<file path="src/rtl/coin_input_conditioner.sv">
// Debounces the Rs5/Rs10 coin sensors into single-cycle coin codes with FIFO buffering and an idle gap.
// A steady insert is popped at edge DEBOUNCE_CYCLES+2. There is no backpressure: a push into a full FIFO is dropped and flagged.
module coin_input_conditioner #(
  parameter int DEBOUNCE_CYCLES = 4,
  parameter int GAP_CYCLES      = 1,
  parameter int FIFO_DEPTH      = 4
) (
  input  logic                          clk,
  input  logic                          rst,
  input  logic                          coin5_raw,
  input  logic                          coin10_raw,
  output logic [1:0]                    coin_out,
  output logic                          reject,
  output logic                          overflow,
  output logic [$clog2(FIFO_DEPTH):0]   fifo_level
);

  localparam int         AW       = $clog2(FIFO_DEPTH);
  localparam logic [7:0] DB_LAST  = 8'(DEBOUNCE_CYCLES - 1);
  localparam logic [3:0] GAP_LAST = 4'(GAP_CYCLES - 1);

  // Bit 0 carries the Rs5 line and bit 1 carries the Rs10 line throughout.
  logic [1:0] sync_a;
  logic [1:0] sync_b;
  logic [1:0] stable;
  logic [1:0] rise;

  always_ff @(posedge clk or negedge rst) begin
    if (!rst) begin
      sync_a <= 2'b00;
      sync_b <= 2'b00;
    end else begin
      sync_a <= {coin10_raw, coin5_raw};
      sync_b <= sync_a;
    end
  end

  for (genvar i = 0; i < 2; i++) begin : g_db
    logic       stable_q;
    logic [7:0] cnt;

    assign stable[i] = stable_q;
    assign rise[i]   = sync_b[i] & ~stable_q & (cnt == DB_LAST);

    always_ff @(posedge clk or negedge rst) begin
      if (!rst) begin
        stable_q <= 1'b0;
        cnt      <= 8'd0;
      end else if (sync_b[i] == stable_q) begin
        cnt <= 8'd0;
      end else if (cnt == DB_LAST) begin
        stable_q <= sync_b[i];
        cnt      <= 8'd0;
      end else begin
        cnt <= cnt + 8'd1;
      end
    end
  end

  // Classification uses the other line's pre-edge stable value.
  logic       accept;
  logic       rej_now;
  logic [1:0] ev_code;

  always_comb begin
    accept  = 1'b0;
    rej_now = 1'b0;
    ev_code = 2'b00;
    if (rise == 2'b11) begin
      rej_now = 1'b1;
    end else if (rise[0]) begin
      if (stable[1]) rej_now = 1'b1;
      else begin
        accept  = 1'b1;
        ev_code = 2'b01;
      end
    end else if (rise[1]) begin
      if (stable[0]) rej_now = 1'b1;
      else begin
        accept  = 1'b1;
        ev_code = 2'b10;
      end
    end
  end

  typedef enum logic [1:0] {IDLE, EMIT, GAP} state_t;

  state_t      state;
  logic [3:0]  gap_cnt;
  logic [AW:0] wr_ptr;
  logic [AW:0] rd_ptr;
  logic [1:0]  mem [FIFO_DEPTH];
  logic        empty;
  logic        full;
  logic        pop;
  logic        push;

  assign fifo_level = wr_ptr - rd_ptr;
  assign empty      = (wr_ptr == rd_ptr);
  assign full       = (fifo_level == (AW+1)'(FIFO_DEPTH));
  assign pop        = (state == IDLE) & ~empty;
  assign push       = accept & (~full | pop);

  always_ff @(posedge clk) begin
    if (push) mem[wr_ptr[AW-1:0]] <= ev_code;
  end

  always_ff @(posedge clk or negedge rst) begin
    if (!rst) begin
      wr_ptr   <= '0;
      rd_ptr   <= '0;
      reject   <= 1'b0;
      overflow <= 1'b0;
    end else begin
      if (push) wr_ptr <= wr_ptr + 1'b1;
      if (pop)  rd_ptr <= rd_ptr + 1'b1;
      reject   <= rej_now;
      overflow <= accept & full & ~pop;
    end
  end

  always_ff @(posedge clk or negedge rst) begin
    if (!rst) begin
      state    <= IDLE;
      coin_out <= 2'b00;
      gap_cnt  <= 4'd0;
    end else begin
      case (state)
        IDLE: begin
          if (!empty) begin
            coin_out <= mem[rd_ptr[AW-1:0]];
            state    <= EMIT;
          end
        end
        EMIT: begin
          coin_out <= 2'b00;
          gap_cnt  <= 4'd0;
          state    <= GAP;
        end
        GAP: begin
          if (gap_cnt == GAP_LAST) state <= IDLE;
          else gap_cnt <= gap_cnt + 4'd1;
        end
        default: begin
          coin_out <= 2'b00;
          state    <= IDLE;
        end
      endcase
    end
  end

endmodule

</file>
<file path="config.mk">
export PLATFORM = sky130hd
export DESIGN_NAME = coin_input_conditioner
export DESIGN_NICKNAME = d
export VERILOG_FILES = /design/src/rtl/coin_input_conditioner.sv
export SDC_FILE = /design/constraint.sdc
export NUM_CORES = 1
export LEC_CHECK = 0
export ABC_AREA = 1
export BUFFER_PORTS_ARGS = -buffer_cell sky130_fd_sc_hd__buf_2
export CAP_MARGIN = 40
export CORE_UTILIZATION = 45
export DETAILED_ROUTE_END_ITERATION = 10
export GPL_TIMING_DRIVEN = 0
export HOLD_SLACK_MARGIN = 0.12
export PLACE_DENSITY = 0.68
export SETUP_SLACK_MARGIN = 0.4
export SKIP_LAST_GASP = 1
export SLEW_MARGIN = 20
export SYNTH_ARGS = -nofsm -noshare
export SYNTH_HDL_FRONTEND = slang
export SYNTH_SLANG_ARGS = --single-unit
export TNS_END_PERCENT = 50
</file>
<file path="constraint.sdc">
create_clock -name clk -period 2.8 [get_ports clk]
set_clock_uncertainty 0.15 [all_clocks]
set_input_delay 0.14 -clock clk [delete_from_list [all_inputs] [get_ports clk]]
set_output_delay 0.14 -clock clk [all_outputs]
set_load 0.05 [all_outputs]
</file>
==> impl_results.md <==
- Total GRT Usage: 0.158
- Layout area overhead: 13.4%
- Post-CTS Setup Bufs: 0
- Critical Path End Type: output pin
- Sequential-to-total area share from yosys stat: 0.529
- Crit path DAT: approximately 1.9 ns
- TritonCTS clock tree: built
- # IOs: 11
- Hold buffer count at CTS: 3
- HP Class: primary input to asynchronous set/reset pin
- Detail Route Antenna Nets: 0
- Mean area per synthesized cell: 9.31 µm²
- PostCTS Resize Cnt: 0
- Layout cells sized above 1: 0.129
- WL/cell: roughly 11 µm
- Pwr Density: 935 nW/µm²
- Grt ovf: 0
- Initial Util: 0.474
- Die Width: 72.7 µm
- Post-synth top area share: 0.422
- Final WL: approximately 3500 µm
- Port buffer count: 10
- Run status: finished clean
- Most numerous cell in the Yosys netlist: inv_1
- Area leader, netlist: dfrtp_1
- Final Wtd Congestion: 0.770
- Slew Limit Fails: 0
- Crit path required time: 2.51 ns
- Final period util: 0.787
- Detailed Routing Iterations Pass 1: 4
- Worst-Skew Late Latency: 0.29 ns
- Minimum clock period: 2.20 ns
- Maximum fanout along the worst path: 4
- First-pass GRT wire length: 6350 µm
- Max_slew headroom: 0.719
- Pwr Total: 0.00239 W
- HPWL after detailed placement: 2700 µm
- DRC: 0
- Vias: 1548
- Max rail drop VDD: 740 µV
- Post-synth ARST share: 0.826
- EDFF count, synth: 8
- Main synth FF type: dfrtp_1
- Longest Clk Path Bufs: 2
- Lkg Pwr: approximately 1.3 nW
- Clk sinks: 46
- FF+latch count, synth: 46
- Clock Root Buffer: clkbuf_8
- # nets final: about 280
- CTS Buf Count: 5
- Worst reg2reg setup slack: 0.64 ns
- Crit start category: register
- Die area: 5290 µm²
- Mapped cell area: 2250 µm²
- Final hold violation count: 0
- Max frequency: 454 MHz
- Yosys cell types: 23
- Synth Instances: 242
- Htree depth: 2
- Worst Max-Slew Pin Slew: 0.419 ns
- Routed vias/inst: approximately 4.7
- Largest net degree at the start of global routing: 24
- Row cnt: 25
- Fin util: 0.537
- Net Count, Synth: 260
- DIE HEIGHT: 72.7 µm
- Clock-pin slew on the worst setup and hold paths: roughly 0.080 ns
- Maxcap violations: 0
- Initial DRC Count: 60
- Vias in the first global route: roughly 1500
- Yosys warnings: 0
- Final setup vio count: 0
- Unrepaired setup endpoints after global routing: no
- Final setup TNS: 0 ns
- Ant diodes: 0
- Crit path kind: register to output pin
- Area contributors post-synth: dfrtp_1 42%, edfxtp_1 11%, ha_1 7.2%, inv_1 7.2%, nand2_1 6.3%
- Synth cell count leaders: 43 x inv_1, 38 x dfrtp_1, 38 x nand2_1
- Core ar.: roughly 4800 µm²
- Initial antenna violation count: 0
[report_power, final]
part | leakage (nW) | switching, W | internal (W)
clock network | 0.0575 | 0.000210 | 0.000249
registers | 0.570 | 0.0000988 | 0.000803
logic | 0.633 | 0.000707 | 0.000321
total | 1.26 | 0.00102 | 0.00137
[worst max-delay path: stages, from the launching register on]
cell and delay [ns]:
dfrtp_1 0.40, inv_1 0.12, ha_1 0.22, fa_1 0.38, inv_1 0.06, nand2_1 0.05
nand2_1 0.10, buf_2 0.28
[cells by family after synthesis]
| group | Yosys count | share of synthesized area |
|---|---|---|
| AOI/OAI and AO/OA | 23 | 0.0567 |
| buffers and inverters | 45 | 0.0750 |
| adders and majority gates | 14 | 0.0811 |
| xor gates and xnor gates | 9 | 0.0350 |
| DFF | 46 | 0.529 |
| and+or+nand+nor | 105 | 0.223 |
[per-layer routing]
| metal | track usage | part of all wire |
|---|---|---|
| met4 | 0.0719 | 0.017 |
| met1 | 0.197 | 0.47 |
| met5 | 0 | 0 |
| met2 | 0.265 | 0.48 |
| met3 | 0.0331 | 0.030 |
[path summary, 6_finish.rpt]
check,from,endpoint,cells after the start
worst max-delay path,wr_ptr[0]$_DFFE_PN0P_,fifo_level[2],7
worst min-delay path,rst,gap_cnt[2]$_DFFE_PN0P_,2
worst max register to register,wr_ptr[0]$_DFFE_PN0P_,mem[0][0]$_DFFE_PP_,8
worst min register to register,sync_a[1]$_DFF_PN0_,sync_b[1]$_DFF_PN0_,0
max in group asynchronous,rst,g_db[1].cnt[7]$_DFF_PN0_,3
min in group clk,sync_a[1]$_DFF_PN0_,sync_b[1]$_DFF_PN0_,0
[placed cells by master, fill, tap and decap left out, drive strengths merged]
master / Yosys / final
o21ai: 7 / 7
a32o: 2 / 2
ha: 13 / 13
nand2: 41 / 41
inv: 45 / 45
dfrtp: 38 / 38
nor2: 32 / 32
nand3b: 1 / 1
nor3b: 6 / 6
dlygate4sd3: 0 / 3
xnor2: 3 / 3
nand3: 22 / 22
xor2: 6 / 6
nor3: 2 / 2
a21oi: 12 / 12
fa: 1 / 1
edfxtp: 8 / 8
o22ai: 2 / 2
clkbuf: 0 / 8
buf: 0 / 11
nand4: 1 / 1
[layout make-up]
type	count	area, µm²
multi-input combinational	151	892
clock buffer	8	110
fill	448	2200
inverter	45	169
timing repair buffer	14	108
sequential	46	1190
tap	67	83.8
[sequential cells by signal, summed over array words and instances, names as in the netlist]
register and count:
sync_a 2, g_db.cnt 16, reject 1, state 2, g_db.stable_q 2, mem 8, coin_out 2, gap_cnt 4
overflow 1, rd_ptr 3, wr_ptr 3, sync_b 2
[metrics by stage]
stage	setup slack (ns)	instance area [µm²]	instances	hold slack (ns)
floorplan	0.451	2250	242	-0.306
global placement	0.649	2390	319	0.0974
detailed placement	0.627	2410	320	-0.0589
CTS	0.564	2550	331	0.152
global route	0.478	2550	331	0.189
finish	0.595	2550	331	0.156
(Power assumes the default switching activity.)
